### src/rtl/alu_arbiter_pkg.sv
// alu_defs: opcode constants and arbiter state encoding shared by the
// arbiter and the standalone datapath.
package alu_defs;
   localparam logic [1:0] OP_AND = 2'b00;
   localparam logic [1:0] OP_OR  = 2'b01;
   localparam logic [1:0] OP_XOR = 2'b10;
   localparam logic [1:0] OP_ADD = 2'b11;
   typedef enum logic [1:0] {ST_IDLE, ST_EXEC, ST_DONE} state_t;
endpackage

### src/rtl/alu_arbiter_logic.sv
// alu_logic: combinational bitwise/add unit; carry is meaningful only for ADD.
module alu_logic
   import alu_defs::*;
#(
   parameter int WIDTH = 8
) (
   input  logic [1:0]       op,
   input  logic [WIDTH-1:0] a,
   input  logic [WIDTH-1:0] b,
   output logic [WIDTH-1:0] y,
   output logic             carry
);
   logic [WIDTH:0] sum;
   assign sum   = {1'b0, a} + {1'b0, b};
   assign y     = op == OP_AND ? a & b :
                  op == OP_OR  ? a | b :
                  op == OP_XOR ? a ^ b : sum[WIDTH-1:0];
   assign carry = (op == OP_ADD) & sum[WIDTH];
endmodule

### src/rtl/alu_arbiter.sv
// alu_arbiter: round-robin arbiter that serialises NREQ requesters onto one
// alu_logic instance and returns tagged results over a valid/ready port.
module alu_arbiter
   import alu_defs::*;
#(
   parameter int NREQ  = 4,
   parameter int WIDTH = 8,
   parameter int IDW   = 2
) (
   input  logic                  clk,
   input  logic                  rst_n,
   input  logic [NREQ-1:0]       req_valid,
   input  logic [2*NREQ-1:0]     req_op,
   input  logic [WIDTH*NREQ-1:0] req_a,
   input  logic [WIDTH*NREQ-1:0] req_b,
   output logic [NREQ-1:0]       req_ready,
   output logic                  resp_valid,
   input  logic                  resp_ready,
   output logic [IDW-1:0]        resp_id,
   output logic [WIDTH-1:0]      resp_data,
   output logic                  resp_carry
);
   state_t           state_q, state_d;
   logic [IDW-1:0]   last_q, last_d, id_q, id_d, resp_id_q, resp_id_d;
   logic [1:0]       op_q, op_d;
   logic [WIDTH-1:0] a_q, a_d, b_q, b_d, resp_data_q, resp_data_d;
   logic             resp_carry_q, resp_carry_d;
   logic             gnt_any;
   logic [IDW-1:0]   gnt_id;
   logic [WIDTH-1:0] alu_y;
   logic             alu_carry;
   logic [1:0]       op_arr [NREQ];
   logic [WIDTH-1:0] a_arr  [NREQ];
   logic [WIDTH-1:0] b_arr  [NREQ];

   for (genvar i = 0; i < NREQ; i++) begin : g_unpack
      assign op_arr[i] = req_op[2*i +: 2];
      assign a_arr[i]  = req_a[WIDTH*i +: WIDTH];
      assign b_arr[i]  = req_b[WIDTH*i +: WIDTH];
   end

   // Scan downward so the candidate nearest to last+1 is written last and wins.
   always_comb begin
      logic [IDW-1:0] idx;
      idx     = '0;
      gnt_any = 1'b0;
      gnt_id  = '0;
      for (int k = NREQ; k >= 1; k--) begin
         idx = IDW'((int'(last_q) + k) % NREQ);
         if (req_valid[idx]) begin
            gnt_any = 1'b1;
            gnt_id  = idx;
         end
      end
   end

   alu_logic #(.WIDTH(WIDTH)) u_alu (
      .op    (op_q),
      .a     (a_q),
      .b     (b_q),
      .y     (alu_y),
      .carry (alu_carry)
   );

   always_comb begin
      state_d      = state_q;
      last_d       = last_q;
      id_d         = id_q;
      op_d         = op_q;
      a_d          = a_q;
      b_d          = b_q;
      resp_id_d    = resp_id_q;
      resp_data_d  = resp_data_q;
      resp_carry_d = resp_carry_q;
      if (state_q == ST_IDLE && gnt_any) begin
         state_d = ST_EXEC;
         last_d  = gnt_id;
         id_d    = gnt_id;
         op_d    = op_arr[gnt_id];
         a_d     = a_arr[gnt_id];
         b_d     = b_arr[gnt_id];
      end
      if (state_q == ST_EXEC) begin
         state_d      = ST_DONE;
         resp_id_d    = id_q;
         resp_data_d  = alu_y;
         resp_carry_d = alu_carry;
      end
      if (state_q == ST_DONE && resp_ready) state_d = ST_IDLE;
   end

   always_ff @(posedge clk or negedge rst_n) begin
      if (!rst_n) begin
         state_q      <= ST_IDLE;
         last_q       <= IDW'(NREQ - 1);
         id_q         <= '0;
         op_q         <= '0;
         a_q          <= '0;
         b_q          <= '0;
         resp_id_q    <= '0;
         resp_data_q  <= '0;
         resp_carry_q <= 1'b0;
      end else begin
         state_q      <= state_d;
         last_q       <= last_d;
         id_q         <= id_d;
         op_q         <= op_d;
         a_q          <= a_d;
         b_q          <= b_d;
         resp_id_q    <= resp_id_d;
         resp_data_q  <= resp_data_d;
         resp_carry_q <= resp_carry_d;
      end
   end

   assign req_ready  = (state_q == ST_IDLE && gnt_any) ? NREQ'(1) << gnt_id : '0;
   assign resp_valid = state_q == ST_DONE;
   assign resp_id    = resp_id_q;
   assign resp_data  = resp_data_q;
   assign resp_carry = resp_carry_q;
endmodule

### config.mk
export PLATFORM = sky130hd
export DESIGN_NAME = alu_arbiter
export DESIGN_NICKNAME = d
export VERILOG_FILES = /design/src/rtl/alu_arbiter_pkg.sv /design/src/rtl/alu_arbiter_logic.sv /design/src/rtl/alu_arbiter.sv
export SDC_FILE = /design/constraint.sdc
export NUM_CORES = 1
export LEC_CHECK = 0
export ABC_AREA = 1
export CELL_PAD_IN_SITES_DETAIL_PLACEMENT = 1
export CELL_PAD_IN_SITES_GLOBAL_PLACEMENT = 2
export CORE_ASPECT_RATIO = 1.5
export CORE_MARGIN = 5
export CORE_UTILIZATION = 25
export DETAILED_ROUTE_END_ITERATION = 8
export GPL_TIMING_DRIVEN = 0
export PLACE_DENSITY = 0.82
export SLEW_MARGIN = 30
export SYNTH_ARGS = -nofsm -noshare
export SYNTH_HDL_FRONTEND = slang
export SYNTH_HIERARCHICAL = 1
export SYNTH_SLANG_ARGS = --single-unit
export TNS_END_PERCENT = 50
### constraint.sdc
create_clock -name clk -period 2.35 [get_ports clk]
set_input_delay 0.3525 -clock clk [delete_from_list [all_inputs] [get_ports clk]]
set_output_delay 0.3525 -clock clk [all_outputs]
set_load 0.005 [all_outputs]
After elaboration in Yosys (flattened, before gate mapping). Index checks and enable logic that the tools add are counted. W data, S select, Z words.

Bits in registers: 35. Input bits: 79. Output and inout bits: 16. Word-level logic and storage cells: 67.

Add/subtract/negate cells: 5. Magnitude comparators: 5. Equal/unequal tests: 5. Shift operators: 1. Mux-type cells: 32. Bitwise operators: 5. Reductions and logical operators: 5.

Operator list (number): $mux W8 (7); $bmux W8 S2 (2); $mux W2 (9); $lt A2 B3 Y1 const B (4); $add A8 B8 Y9 (1); $and A8 B8 Y8 (1); $bmux W1 S2 (4); $mux W1 (8); $or A8 B8 Y8 (1); $xor A8 B8 Y8 (1); $eq A2 B2 Y1 const B (3); $add A2 B1 Y2 const B (2); $add A2 B2 Y2 const B (2); $bmux W2 S2 (1); $eq A2 B1 Y1 const B (2); $logic_not A2 Y1 (2); $mux W4 (1); $shl A1 B2 Y4 const A (1); $ge A3 B3 Y1 const B (1); $not A2 Y3 (1); $reduce_bool A3 Y1 (1); $logic_and A1 B1 Y1 (2); $and A1 B1 Y1 (1).

Depth between registers and ports, before layout. Gate-level depths: netlist of the first run.

Depth in word-level cells: 11. Gate-level depth with buffers: 16. Gate-level depth less buffers: 14.

By module. The synthesis of the first run kept the hierarchy.

By module, submodules not included: alu_arbiter (times used 1, cells an instance 393, area each 2592.5 µm², sequential area each 878.3 µm²); alu_logic (times used 1, cells an instance 131, area each 752.0 µm², sequential area each 0.0 µm²).

Least setup slack after synthesis of the first run. OpenSTA, ideal clock, no wires.

Path type: reg2out. Start: register last_q[0]. End: output req_ready[1]. Arrival time: 1602 ps. Required time: 1997 ps. Path slack: 396 ps. Stages on the path, launching flop included: 14. Buffers on the path: 3. Cell sequence: dfstp_2 buf_6 inv_6 nand2_1 nand3_1 nand2_1 inv_1 nand2_2 nand2_2 nand2_4 buf_6 buf_6 nand3_1 nor2_1.

Word-level cells in the longest chain between the ends: 9. Elaborated cells between the ends (all ways): 23. Those cells by class: 4 x add/sub; 1 x shift; 17 x mux; 1 x reduce/logical.

Ends and longest elaborated chain: from (decl) (line alu_arbiter.sv:24) `logic [IDW-1:0] last_q, last_d, id_q, id_d, resp_id_q, resp_id_d;`; from (signal assigned) (line alu_arbiter.sv:95) `last_q <= IDW'(NREQ - 1);`; from (signal assigned) (line alu_arbiter.sv:105) `last_q <= last_d;`; $add A2 B1 Y2 (line alu_arbiter.sv:49) `idx = IDW'((int'(last_q) + k) % NREQ);`; $bmux W1 S2 (line alu_arbiter.sv:50) `if (req_valid[idx]) begin`; $mux W1 (not written as such) (line alu_arbiter.sv:50); $mux W2 / $mux W1 (equally long branches) (4 in series) (line alu_arbiter.sv:50); $shl A1 B2 Y4 / $logic_and A1 B1 Y1 (equally long branches) (line alu_arbiter.sv:116) `assign req_ready = (state_q == ST_IDLE && gnt_any) ? NREQ'(1) << gnt_id : '0;`; $mux W4 * (line alu_arbiter.sv:116); to (decl) (line alu_arbiter.sv:16) `output logic [NREQ-1:0] req_ready,`.

Every way passes the cells marked *; elsewhere a longest branch is shown, timed or not. The select of a mux whose other input is x is not followed.

Final worst setup path of the first run.
Start: register last_q[0]. End: output req_ready[3].

Same word-level chain as after synthesis.

==> out/results.ini, run 1 <==
[clock_tree]
cts_sinks=35
htreeDepth=2
clk_path_buf_depth=2
clock-root-buffer=clkbuf_16
clkLatencyLatePin_ns=0.29
cts_buffers=5
clk_pin_slew_worst_paths_ns=0.06
cts_tree=done

[synthesis]
async_flop_share_pct=100
synth-main-ff-cell=dfrtp_1
synthCells=524
synth_edf_count=0
yosys_warnings=6
yosysMostFrequentCell=nand2_1
synth_top_area_cell=dfrtp_1
synth_top_cell_area_share_pct=24.7
ys_seq_area_share_pct=26.3
ys_ff_latch=35
syn-num-nets=620
ys_top_cells_by_count=nand2_1, inv_1, nand3_1
syn_area_um2=3340
synth.distinct_cells=35
yosys-top-cells-area=dfrtp_1, nand2_1, inv_1
avgSynthCellArea_um2=6.38

[timing]
max_freq_mhz=424
tightest_slew_ns=0.589
hold_viol_final=0
fin_hold_ws_ns=0.457
setup_violations=1
fin_crit_sh_pct=100
maxSlewHeadroom_pct=60.7
setup_tns_ns=-0.00788
rsz0062_at_grt=yes
period_needed_ns=2.36
slew_viol_final=0
setup_ws_ns=-0.00788
clock_skew_ns=0.00488

[final_layout]
drive_above_1_share_pct=18.8
layout.cells.non_filler=804
antenna_cells=0
fin_nets=740
syn2layout_area_growth_pct=51.4
fillCellCount=1649
stdcell_area_um2=5060

[routing]
vias=3586
ant_nets=0
viasPerCell=4.46
drc=0
drt_wl_total_um=11700
wl_per_cell_um=14.5
firstDrtPassIters=4
dr.first_iter.drc_count=110

[outcome]
violations=setup timing
status=complete, but fails checks

[floorplanning]
die_x_um=104
ios=95
core_area_um2=13100
die-height_um=152
initial_core_util_pct=25.6
row_count=51
fp.dieArea_um2=15800

[placement]
place_area_um2=4500
hpwlAfterDp_um=9360
placed_cells=778
port_buffers=94
finalWeightedCongestion=0.858

[power]
power_density_nw_per_um2=389
p_leak_nw=2.77
peakVddDrop_mv=0.219

[setup_path]
cp_top_family=simple AND/OR/NAND/NOR gates
r2r-end=b_q[6]
path_class=register to output pin
worstPathMaxFanout=4
ff2ff_setup_slack_ns=0.08
r2r_cells=17
critPathBufInv=4
slowest_stage=dfstp_2
arrival_ns=2.01
cp_cell_sequence=buf_12 > buf_16 > nand2_1 > nand2_1 > nand2_2 > nor3_2 > nor2_2 > buf_4 > nand3_4 > nor2_1 > buf_2
required_ns=2.00
critPathLaunchType=register
endpoint_kind=output pin
path_common_cell=nand2_1
reg2reg_from=last_q[0]
slowest_delay_ns=0.57

[grt]
grt_pass1_wl_um=18400
grt_util_met3_pct=1.91
grt_overflow=0
grt_max_degree=29
track_usage_pct=14.2
grt_use_met1_pct=14.1
antenna_found_initial=0
grt_pass1_vias=3913
grt-busiest-layer=met2
use_met2_pct=29.0

[hold_path]
hold_class=primary input to asynchronous set/reset pin

[job]
maxCapViolCount=0

-- how the worst max path moves through the flow --
| stage | slack, ns | from | to | cells after the start |
|---|---|---|---|---|
| floorplan | 0.40 | last_q[0] | req_ready[1] | 13 |
| global placement | -0.52 | req_valid[1] | req_ready[3] | 14 |
| detailed placement | -0.55 | req_valid[1] | req_ready[3] | 14 |
| CTS | -0.006 | last_q[0] | req_ready[1] | 13 |
| global route | -0.11 | last_q[0] | req_ready[3] | 13 |
| finish | -0.008 | last_q[0] | req_ready[3] | 11 |
-- layout by cell type, fill, tap and decap left out, drive strengths merged --
cell and n:
nand3 92, xnor2 1, clkbuf 7, dlygate4sd3 1, nor2 14, buf 42
dfrtp 33, nand4 1, o211ai 1, o22ai 3, dfstp 2, fa 1
mux2 9, o21ai 12, o21bai 1, clkdlybuf4s50 89, nand3b 1, ha 16
or2 1, clkinv 2, bufinv 1, o221ai 2, a21oi 5, nor3 2
nand2 183, inv 123
-- per-layer routing --
metal / vias to the layer above / share of wire, %
met5: - / 0
met4: 0 / 2.8
met3: 21 / 2.8
met2: 74 / 57
met1: 1668 / 37
li1: 1823 / -
-- flip-flops by register name (all words and copies together) (netlist names) --
signal and count:
a_q 8, id_q 2, resp_id 2, resp_data 8, resp_carry 1, state_q 2
op_q 2, last_q 2, b_q 8
-- power by group --
part           internal (mW)  switching, mW  total (mW)
Sequential             0.619         0.0146       0.634
Clock                  0.500          0.266       0.766
Combinational          0.285          0.284       0.569
Total                   1.40          0.565        1.97
-- stage by stage --
| stage | worst slack, ns | power [mW] | util, % |
|---|---|---|---|
| 5_1_grt | -0.108 | 2.08 | 38.7 |
| 3_5_place_dp | -0.545 | 1.17 | 34.4 |
| 6_report | -0.00788 | 1.97 | 38.7 |
| 3_3_place_gp | -0.521 | 1.15 | 34.3 |
| 2_1_floorplan | 0.396 | 0.930 | - |
| 4_1_cts | -0.00559 | 1.97 | 37.1 |
-- logic make-up (layout without fill, tap and decap cells) --
group | after synthesis | in the layout | synth area share (%)
AOI/OAI and AO/OA | 24 | 24 | 4.19
and+or+nand+nor | 294 | 294 | 40.0
buffers and inverters | 144 | 265 | 19.7
muxes | 9 | 9 | 3.03
DFF | 35 | 35 | 26.3
adders and majority gates | 17 | 17 | 6.58
xor gates and xnor gates | 1 | 1 | 0.262
-- what timing repair did --
action / 4_1_cts / 5_1_grt
resized for setup: 45 / 36
hold buffers: 1 / 0
pin swaps: 10 / 14
endpoints found under the hold margin: 7 / 0
endpoints found under the setup margin: 4 / 22
buffers inserted: 10 / 10
cloned: 1 / 1
-- layout make-up --
type	instances	area, um^2	area share (%)
Tap cell	159	199	3.93
Inverter	123	474	9.37
Timing Repair Buffer	118	1170	23.1
Clock buffer	5	125	2.47
Clock inverter	3	43.8	0.865
Multi-Input combinational cell	345	1980	39.2
Sequential cell	35	878	17.4
Buffer	16	189	3.73
Power figures use the tool's default switching activity.
==> inputs of run 2 (changes only) <==
--- a/config.mk
+++ b/config.mk
@@ -14,6 +14,7 @@
 export DETAILED_ROUTE_END_ITERATION = 8
 export GPL_TIMING_DRIVEN = 0
 export PLACE_DENSITY = 0.82
+export RECOVER_POWER = 100
 export SLEW_MARGIN = 30
 export SYNTH_ARGS = -nofsm -noshare
 export SYNTH_HDL_FRONTEND = slang
==> constraint.sdc (replaced) <==
create_clock -name clk -period 2.3 [get_ports clk]
set_input_delay 0.345 -clock clk [delete_from_list [all_inputs] [get_ports clk]]
set_output_delay 0.345 -clock clk [all_outputs]
set_load 0.005 [all_outputs]
==> out/results.ini, run 2 (same netlist as run 1, synthesis figures left out) <==
[routing]
viasPerCell=4.41  ; was 4.46
vias=3553  ; was 3586
firstDrtPassIters=4  ; unchanged
drt_wl_total_um=11600  ; was 11700 um
ant_nets=0  ; unchanged
drc=0  ; unchanged
wl_per_cell_um=14.4  ; was 14.5 um
dr.first_iter.drc_count=102  ; was 110

[grt]
grt_pass1_vias=3892  ; was 3913
track_usage_pct=14.4  ; was 14.2%
antenna_found_initial=0  ; unchanged
grt_overflow=0  ; unchanged
grt_pass1_wl_um=18400  ; about the same
grt_max_degree=29  ; unchanged

[timing]
fin_crit_sh_pct=102
rsz0062_at_grt=yes  ; unchanged
setup_violations=3  ; was 1
max_freq_mhz=426
slew_viol_final=0  ; unchanged
setup_ws_ns=-0.0490  ; was -0.00788 ns
fin_hold_ws_ns=0.476  ; was 0.457 ns
clock_skew_ns=0.00573  ; was 0.00488 ns
maxSlewHeadroom_pct=54.8  ; was 60.7%
period_needed_ns=2.35
setup_tns_ns=-0.0909  ; was -0.00788 ns
hold_viol_final=0  ; unchanged
tightest_slew_ns=0.678  ; was 0.589 ns

[final_layout]
syn2layout_area_growth_pct=50.5  ; was 51.4%
seqCellArea_um2=878  ; unchanged
final_common_cell=nand2_1  ; unchanged
drive_above_1_share_pct=18.7  ; was 18.8%
most-common-layout-cells=nand2_1, inv_1, nand3_1  ; was nand2_1, inv_1, clkdlybuf4s50_1
fillCellCount=1649  ; unchanged
fin_nets=741  ; was 740
antenna_cells=0  ; unchanged
multi_input_area_um2=1990  ; was 1980 um^2

[floorplanning]
die-height_um=152  ; unchanged
initial_core_util_pct=25.6  ; unchanged
die_x_um=104  ; unchanged
fp.dieArea_um2=15800  ; unchanged
ios=95  ; unchanged
row_count=51  ; unchanged
core_area_um2=13100  ; unchanged

[outcome]
violations=setup timing  ; unchanged
status=complete, but fails checks  ; unchanged

[power]
peakVddDrop_mv=0.224  ; was 0.219 mV
power_density_nw_per_um2=399  ; was 389 nW/um^2
p_leak_nw=2.79  ; was 2.77 nW

[clock_tree]
cts_tree=done  ; unchanged
cts_buffers=5  ; unchanged
htreeDepth=2  ; unchanged
cts_sinks=35  ; unchanged
clkLatencyLatePin_ns=0.29  ; about the same
clock-root-buffer=clkbuf_16  ; unchanged
clk_pin_slew_worst_paths_ns=0.06  ; about the same
clk_path_buf_depth=2  ; unchanged

[setup_path]
arrival_ns=2.00  ; was 2.01 ns
path_class=register to output pin  ; unchanged
worstPathMaxFanout=4  ; unchanged
required_ns=1.96  ; was 2.00 ns
endpoint_kind=output pin  ; unchanged
critPathLaunchType=register  ; unchanged

[job]
maxCapViolCount=0  ; unchanged

[hold_path]
hold_class=register to register  ; was primary input to asynchronous set/reset pin

[placement]
finalWeightedCongestion=0.858  ; unchanged
hpwlAfterDp_um=9360  ; unchanged
port_buffers=94  ; unchanged

## run 2: critical path, cell delays in order, from the launching register on
cell,delay (ns)
dfstp_2,0.55
buf_4,0.12
buf_12,0.11
nand2_2,0.04
nand2_2,0.09
nand2_2,0.08
nand2_4,0.07
nand2_4,0.07
nand3_4,0.10
buf_8,0.11
buf_8,0.10
nand3_4,0.07
nor2_1,0.10
buf_2,0.12
## run 2: metrics by stage
step	power, mW	setup slack (ns)	area (um^2)	utilization, %	std cells
2_1_floorplan	0.951	0.353	3340	-	524
5_1_grt	2.12	-0.134	5030	38.5	805
4_1_cts	2.02	-0.0275	4940	37.7	799
6_report	2.01	-0.0490	5030	38.5	805
3_5_place_dp	1.19	-0.580	4500	34.4	778
3_3_place_gp	1.18	-0.556	4480	34.3	777
## run 2: layout make-up
cell class,count,share of cell area (%)
timing repair buffer,117,22.1
inverter,123,9.52
tap,159,3.95
clock inverter,3,0.870
multi-input combinational,345,39.6
buffer,18,4.10
clock buffer,5,2.49
sequential,35,17.5
## run 2: power by group
part | switching, mW | internal (mW) | total [mW]
clock | 0.276 | 0.511 | 0.787
combinational | 0.288 | 0.283 | 0.571
sequential | 0.0151 | 0.632 | 0.648
total | 0.579 | 1.43 | 2.01
## run 2: repair_timing
item / in CTS / in global routing
buffers inserted: 13 / 7
endpoints found under the setup margin: 4 / 23
gates cloned: 1 / 1
gates resized for setup: 60 / 27
pin swaps: 20 / 14
hold endpoints to repair: 7 / 0
hold buffers: 1 / 0
## run 2: worst paths after layout
| path | from | end | slack [ns] | depth (start not counted) |
|---|---|---|---|---|
| max | last_q[0] | req_ready[3] | -0.05 | 13 |
| min | resp_id[1] | resp_id[1] | 0.48 | 2 |
| max reg2reg | last_q[0] | b_q[6] | 0.05 | 17 |
| min reg2reg | resp_id[1] | resp_id[1] | 0.48 | 2 |
| max in group asynchronous | rst_n | resp_id[0] | 0.74 | 3 |
| min in group asynchronous | rst_n | resp_data[3] | 0.52 | 2 |
## run 2: routing by layer
metal | GRT usage, % | vias up | share of wire [%]
met5 | 0 | - | 0
met3 | 1.78 | 16 | 2.6
met1 | 14.4 | 1635 | 37
met4 | 5.06 | 0 | 2.2
li1 | - | 1829 | -
met2 | 29.8 | 73 | 58
